`config.mk`:
```
export PLATFORM = sky130hd
export DESIGN_NAME = pipe_hazard_ctrl
export DESIGN_NICKNAME = d
export VERILOG_FILES = /design/src/rtl/pipe_hazard_ctrl_pkg.sv /design/src/rtl/pipe_hazard_ctrl_fwd_match.sv /design/src/rtl/pipe_hazard_ctrl.sv
export SDC_FILE = /design/constraint.sdc
export NUM_CORES = 1
export LEC_CHECK = 0
export ABC_CLOCK_PERIOD_IN_PS = 2800
export CAP_MARGIN = 10
export CORE_UTILIZATION = 47
export DETAILED_ROUTE_END_ITERATION = 16
export GPL_TIMING_DRIVEN = 0
export PLACE_DENSITY = 0.8
export SKIP_LAST_GASP = 1
export SYNTH_ARGS = -nofsm -noshare
export SYNTH_HDL_FRONTEND = slang
export SYNTH_SLANG_ARGS = --single-unit
```
`constraint.sdc`:
```
create_clock -name clk -period 2.8 [get_ports clk]
set_input_delay 0.56 -clock clk [delete_from_list [all_inputs] [get_ports clk]]
set_output_delay 0.56 -clock clk [all_outputs]
set_load 0.02 [all_outputs]
```
`src/rtl/pipe_hazard_ctrl_pkg.sv`:
```
// Shared types and constants for the pipeline hazard/sequencing controller.
package pipe_hazard_ctrl_pkg;

  localparam int unsigned RADR_W_DEF = 5;

  typedef enum logic [1:0] {
    ST_RUN    = 2'd0,
    ST_HALTED = 2'd1,
    ST_STEP   = 2'd2
  } dbg_state_e;

  // Per-operand forwarding select; exactly one field is set at any time.
  typedef struct packed {
    logic idex;
    logic idma;
    logic idwb;
    logic nohit;
  } hit_vec_t;

  localparam hit_vec_t HIT_BUBBLE = 4'b0001;

endpackage

```
`src/rtl/pipe_hazard_ctrl_fwd_match.sv`:
```
// One source operand compared against the EX/MA/WB shadow slots, priority EX > MA > WB.
module pipe_hazard_ctrl_fwd_match
  import pipe_hazard_ctrl_pkg::*;
#(
  parameter int unsigned RADR_W = RADR_W_DEF
) (
  input  logic [RADR_W-1:0] rs_adr,
  input  logic              rs_used,
  input  logic              vld_ex,
  input  logic [RADR_W-1:0] rd_ex,
  input  logic              vld_ma,
  input  logic [RADR_W-1:0] rd_ma,
  input  logic              vld_wb,
  input  logic [RADR_W-1:0] rd_wb,
  output hit_vec_t          hit_c,
  output logic              m_ex_c
);

  logic rs_live;
  logic m_ma;
  logic m_wb;

  // x0 is hard-wired zero and never forwarded.
  assign rs_live = rs_used & (rs_adr != '0);
  assign m_ex_c  = rs_live & vld_ex & (rd_ex == rs_adr);
  assign m_ma    = rs_live & vld_ma & (rd_ma == rs_adr);
  assign m_wb    = rs_live & vld_wb & (rd_wb == rs_adr);

  always_comb begin
    hit_c       = HIT_BUBBLE;
    hit_c.idex  = m_ex_c;
    hit_c.idma  = ~m_ex_c & m_ma;
    hit_c.idwb  = ~m_ex_c & ~m_ma & m_wb;
    hit_c.nohit = ~(m_ex_c | m_ma | m_wb);
  end

endmodule

```
`src/rtl/pipe_hazard_ctrl.sv`:
```
// Hazard controller: shadow rd slots, registered forwarding selects, load-use
// interlock, global stall and debug halt/step sequencing.
module pipe_hazard_ctrl
  import pipe_hazard_ctrl_pkg::*;
#(
  parameter int unsigned RADR_W       = RADR_W_DEF,
  parameter bit          START_HALTED = 1'b0
) (
  input  logic              clk,
  input  logic              rst_n,
  input  logic [RADR_W-1:0] rs1_adr_id,
  input  logic [RADR_W-1:0] rs2_adr_id,
  input  logic              rs1_used_id,
  input  logic              rs2_used_id,
  input  logic [RADR_W-1:0] rd_adr_id,
  input  logic              wbk_rd_reg_id,
  input  logic              cmd_ld_id,
  input  logic              jmp_purge_ex,
  input  logic              jmp_purge_ma,
  input  logic              mem_wait,
  input  logic              dbg_halt,
  input  logic              dbg_step,
  input  logic              dbg_resume,
  input  logic              dbg_restart,
  output logic              hit_rs1_idex_ex,
  output logic              hit_rs1_idma_ex,
  output logic              hit_rs1_idwb_ex,
  output logic              nohit_rs1_ex,
  output logic              hit_rs2_idex_ex,
  output logic              hit_rs2_idma_ex,
  output logic              hit_rs2_idwb_ex,
  output logic              nohit_rs2_ex,
  output logic              stall,
  output logic              stall_id,
  output logic              rst_pipe,
  output logic              halted
);

  dbg_state_e        state_q, state_d;
  logic              vld_ex, vld_ma, vld_wb, ld_ex;
  logic [RADR_W-1:0] rd_ex, rd_ma, rd_wb;
  hit_vec_t          hit1_c, hit2_c, hit1_q, hit2_q;
  logic              m_ex1_c, m_ex2_c;
  logic              rst_pipe_q;

  pipe_hazard_ctrl_fwd_match #(.RADR_W(RADR_W)) u_fwd_match_rs1 (
    .rs_adr(rs1_adr_id), .rs_used(rs1_used_id),
    .vld_ex(vld_ex), .rd_ex(rd_ex), .vld_ma(vld_ma), .rd_ma(rd_ma),
    .vld_wb(vld_wb), .rd_wb(rd_wb), .hit_c(hit1_c), .m_ex_c(m_ex1_c)
  );

  pipe_hazard_ctrl_fwd_match #(.RADR_W(RADR_W)) u_fwd_match_rs2 (
    .rs_adr(rs2_adr_id), .rs_used(rs2_used_id),
    .vld_ex(vld_ex), .rd_ex(rd_ex), .vld_ma(vld_ma), .rd_ma(rd_ma),
    .vld_wb(vld_wb), .rd_wb(rd_wb), .hit_c(hit2_c), .m_ex_c(m_ex2_c)
  );

  assign stall    = mem_wait | ((state_q != ST_RUN) & (state_q != ST_STEP));
  assign stall_id = (m_ex1_c | m_ex2_c) & ld_ex & vld_ex & ~stall & ~jmp_purge_ex;

  // Debug sequencing state register.
  always_ff @(posedge clk or negedge rst_n) begin
    if (!rst_n) state_q <= START_HALTED ? ST_HALTED : ST_RUN;
    else        state_q <= state_d;
  end

  // Resume beats step when both arrive while halted; a step lasts until a non-waiting cycle.
  always_comb begin
    state_d = state_q;
    case (state_q)
      ST_RUN:    if (dbg_halt) state_d = ST_HALTED;
      ST_HALTED: begin
        if (dbg_resume)    state_d = ST_RUN;
        else if (dbg_step) state_d = ST_STEP;
      end
      ST_STEP:   if (!mem_wait) state_d = ST_HALTED;
      default:   state_d = ST_RUN;
    endcase
  end

  // Shadow slots and forwarding selects; restart overrides everything, stall freezes.
  always_ff @(posedge clk or negedge rst_n) begin
    if (!rst_n) begin
      vld_ex <= 1'b0;
      vld_ma <= 1'b0;
      vld_wb <= 1'b0;
      ld_ex  <= 1'b0;
      rd_ex  <= '0;
      rd_ma  <= '0;
      rd_wb  <= '0;
      hit1_q <= HIT_BUBBLE;
      hit2_q <= HIT_BUBBLE;
    end else if (dbg_restart) begin
      vld_ex <= 1'b0;
      vld_ma <= 1'b0;
      vld_wb <= 1'b0;
      hit1_q <= HIT_BUBBLE;
      hit2_q <= HIT_BUBBLE;
    end else if (!stall) begin
      vld_ex <= wbk_rd_reg_id & ~jmp_purge_ex & ~stall_id & (rd_adr_id != '0);
      rd_ex  <= rd_adr_id;
      ld_ex  <= cmd_ld_id;
      vld_ma <= vld_ex & ~jmp_purge_ma;
      rd_ma  <= rd_ex;
      vld_wb <= vld_ma;
      rd_wb  <= rd_ma;
      hit1_q <= (stall_id | jmp_purge_ex) ? HIT_BUBBLE : hit1_c;
      hit2_q <= (stall_id | jmp_purge_ex) ? HIT_BUBBLE : hit2_c;
    end
  end

  always_ff @(posedge clk or negedge rst_n) begin
    if (!rst_n) rst_pipe_q <= 1'b0;
    else        rst_pipe_q <= dbg_restart;
  end

  assign hit_rs1_idex_ex = hit1_q.idex;
  assign hit_rs1_idma_ex = hit1_q.idma;
  assign hit_rs1_idwb_ex = hit1_q.idwb;
  assign nohit_rs1_ex    = hit1_q.nohit;
  assign hit_rs2_idex_ex = hit2_q.idex;
  assign hit_rs2_idma_ex = hit2_q.idma;
  assign hit_rs2_idwb_ex = hit2_q.idwb;
  assign nohit_rs2_ex    = hit2_q.nohit;
  assign rst_pipe        = rst_pipe_q;
  assign halted          = (state_q == ST_HALTED);

endmodule
```
==> results of run 1 <==
==> final timing paths <==
path | start | to | slack (ps) | cells after the start
max | rs2_adr_id[3] | stall_id | 130 | 7
min | hit_rs2_idma_ex | hit_rs2_idma_ex | 500 | 1
max reg2reg | rd_ex[4] | hit_rs1_idwb_ex | 370 | 13
min reg2reg | hit_rs2_idma_ex | hit_rs2_idma_ex | 500 | 1
max in group asynchronous | rst_n | nohit_rs1_ex | 1590 | 2
min in group asynchronous | rst_n | rd_ex[0] | 610 | 1
==> worst register-to-register path, cell delays in order (launching register included) <==
cell     delay (ps)
dfrtp_1         450
xor2_1          230
nor4_4          380
buf_4           180
buf_4            90
buf_4            90
buf_4            90
buf_4            90
buf_4           100
buf_4           100
nand3_1          80
nor2_1          150
nor2_1           60
a32o_1          250
==> power breakdown <==
part           internal (mW)  total [mW]  switching [mW]
combinational          0.268       0.468           0.200
sequential             0.539       0.681           0.143
clock                 0.0953       0.246           0.151
total                  0.903        1.40           0.494
==> area by class of cell <==
| cell class | count | area, um^2 | area share, % |
|---|---|---|---|
| flip-flops and latches | 30 | 753 | 33.5 |
| plain buffers | 2 | 8.76 | 0.390 |
| well taps | 44 | 55.1 | 2.45 |
| clock buffers | 6 | 41.3 | 1.84 |
| repair buffers | 52 | 483 | 21.5 |
| inverters | 2 | 7.51 | 0.334 |
| clock inverters | 2 | 10.0 | 0.445 |
| multi-input cells | 108 | 888 | 39.5 |
==> Yosys cell counts, types with 3 or more instances <==
cell type,count,area (um^2)
xnor2_1,22,193
nand3b_1,3,22.5
o21ai_1,3,15.0
xor2_1,8,70.1
nand2_1,11,41.3
nand4_1,4,25.0
nor3_1,6,30.0
a32o_1,4,40.0
o21ai_0,3,15.0
nor2_1,7,26.3
dfrtp_1,28,701
mux2_1,16,180
==> registers in the layout (all words and copies together), names as in the netlist, 2 cells and up <==
name	flops
rd_ex	5
rd_ma	5
rd_wb	5
state_q	2
==> what timing repair did <==
action                                 in CTS  in global routing
setup endpoints to repair                   1                  2
gates resized for setup                    17                  7
endpoints found under the hold margin       0                  0
pin swaps                                   4                  6
buffers inserted                            8                  4
==> cells by family after synthesis <==
kind of cell,after synthesis
AOI/OAI and AO/OA,17
and+or+nand+nor,44
buffers and inverters,4
xor gates and xnor gates,30
muxes,17
DFF,30
==> per-layer routing <==
metal | track usage [%] | vias to the layer above
li1 | - | 633
met1 | 27.5 | 643
met2 | 41.4 | 52
met3 | 6.40 | 15
met4 | 12.0 | 0
met5 | 0 | -
==> reports/metrics.csv, run 1 <==
stage,metric,value,unit
die,std cell rows,20,
critical_path,CP endpoint kind,primary output,
run_status,outcome,completed,
timing,Hold Slack,496,ps
timing,Worst-Margin Slew,665,ps
yosys,Post-Syn Nets,170,
yosys,ys flop type,dfrtp_1,
detailed_routing,vias per inst,5.46,
timing,Fmax,374,MHz
timing,final hold vios,0,
timing,Final Setup Violations,0,
yosys,Synth Area in XOR/XNOR,16.3,%
timing,setup TNS,0,ps
grt,global-route wire length before repair,6110,um
yosys,YS warnings,0,
detailed_routing,Residual DRC,0,
die,die height,60.6,um
yosys,largest family of logic cells by synthesized area,XOR/XNOR gates,
yosys,multiplexer share of the synthesized area,11.8,%
yosys,Seq cells post-synth,30,
place,routability cong.,0.845,
critical_path,Worst Setup Start Kind,primary input,
yosys,Post-synth ARST share,100,%
timing,relative slew slack,55.5,%
detailed_routing,Post-Route WL,3860,um
final_layout,share of cells above drive strength 1,18.8,%
grt,largest net degree at the start of global routing,20,
place,DP HPWL,2830,um
place,placed cell count,226,
critical_path,critical path type,in -> out,
clock_tree,clock slew at reported path FFs,90,ps
timing,post-layout min period,2670,ps
timing,RSZ-0062 raised after global routing,false,
yosys,Syn Area/Cell,11.4,um^2
die,Core Region,3150,um^2
timing,fin crit share,95.4,%
final_layout,design area,2250,um^2
hold_path,HP Class,reg -> reg,
yosys,number of synthesized flops with an enable pin,0,
critical_path,critical path's largest stage delay,560,ps
yosys,Synth Area in Adders,0,%
critical_path,Worst Path Max Fanout,4,
critical_path,crit path DAT,2110,ps
yosys,library cells used by synthesis,30,
clock_tree,worst skew pair latency,350,ps
yosys,Synth Area in Simple Gates,16.1,%
clock_tree,Clock Sinks,30,
detailed_routing,TritonRoute pass-1 iters,4,
yosys,synthesized area,1620,um^2
final_layout,"non-filler cells, final",246,
detailed_routing,drt wl/cell,15.7,um
detailed_routing,"antenna viol nets, final",0,
die,initial core utilization,51.3,%
grt,"Remaining Overflow, GRT",0,
critical_path,CP Cell Sequence,"dlygate4sd2_1, or4_1, o21ai_2, nand4b_4, a21oi_2, nor2b_1, buf_2",
die,I/O pin total,40,
job,Max Cap Viol,0,
clock_tree,clk buf depth,2,
clock_tree,Root Buffer,clkbuf_4,
detailed_routing,Highest Signal Layer,met4,
final_layout,Layout area overhead,39.0,%
detailed_routing,Iter 0 DRT Violations,53,
critical_path,Buffers & Inverters on Critical Path,2,
detailed_routing,met3 routed WL,211,um
critical_path,cell family with most CP delay,simple AND/OR/NAND/NOR gates,
power_and_ir_drop,Final Total Pwr,1.40,mW
clock_tree,CTS tree,done,
final_layout,Total Nets Final,229,
power_and_ir_drop,PD cells,621,nW/um^2
timing,worst setup margin,129,ps
timing,Worst Clk Skew,11.1,ps
die,DIE AREA,3680,um^2
grt,vias in the first global route,1313,
grt,antenna violations before repair,0,
power_and_ir_drop,Leak Pwr,0.934,nW
place,port bufs,39,
detailed_routing,met2 wire len,2010,um
yosys,post-synthesis sequential area ratio,46.6,%
clock_tree,H-tree levels,2,
detailed_routing,M1 wire length,1510,um
critical_path,CP max-delay cell,or4_1,
timing,"Slew Viols, Final",0,
detailed_routing,DR vias,1343,
yosys,complex-gate fraction of the synthesized area,8.28,%
clock_tree,cts hold-fix bufs,0,
clock_tree,CTS Buf Count,5,
final_layout,"Core Util, Final",71.3,%
final_layout,"commonest cells after routing, fill and taps aside","dfrtp_1 (28), clkdlybuf4s50_1 (28), xnor2_1 (22)",
final_layout,fillcell total,236,
final_layout,antenna diode count,0,
critical_path,Worst Path Required,2240,ps
grt,Tot GR Track Use,24.0,%
die,width of the die,60.6,um
yosys,Gate Count Post-Synth,142,
power_and_ir_drop,Worst VDD drop,407,uV
place,placed instance area,2090,um^2
place,dpl ws,-752,ps
No activity file was read; power rests on OpenSTA's default activity.
==> inputs of run 2 (changes only) <==
- CORE_MARGIN: default -> 1
==> results of run 2 <==
Same layout as run 1: the final DEF is identical, and so are final timing and power.
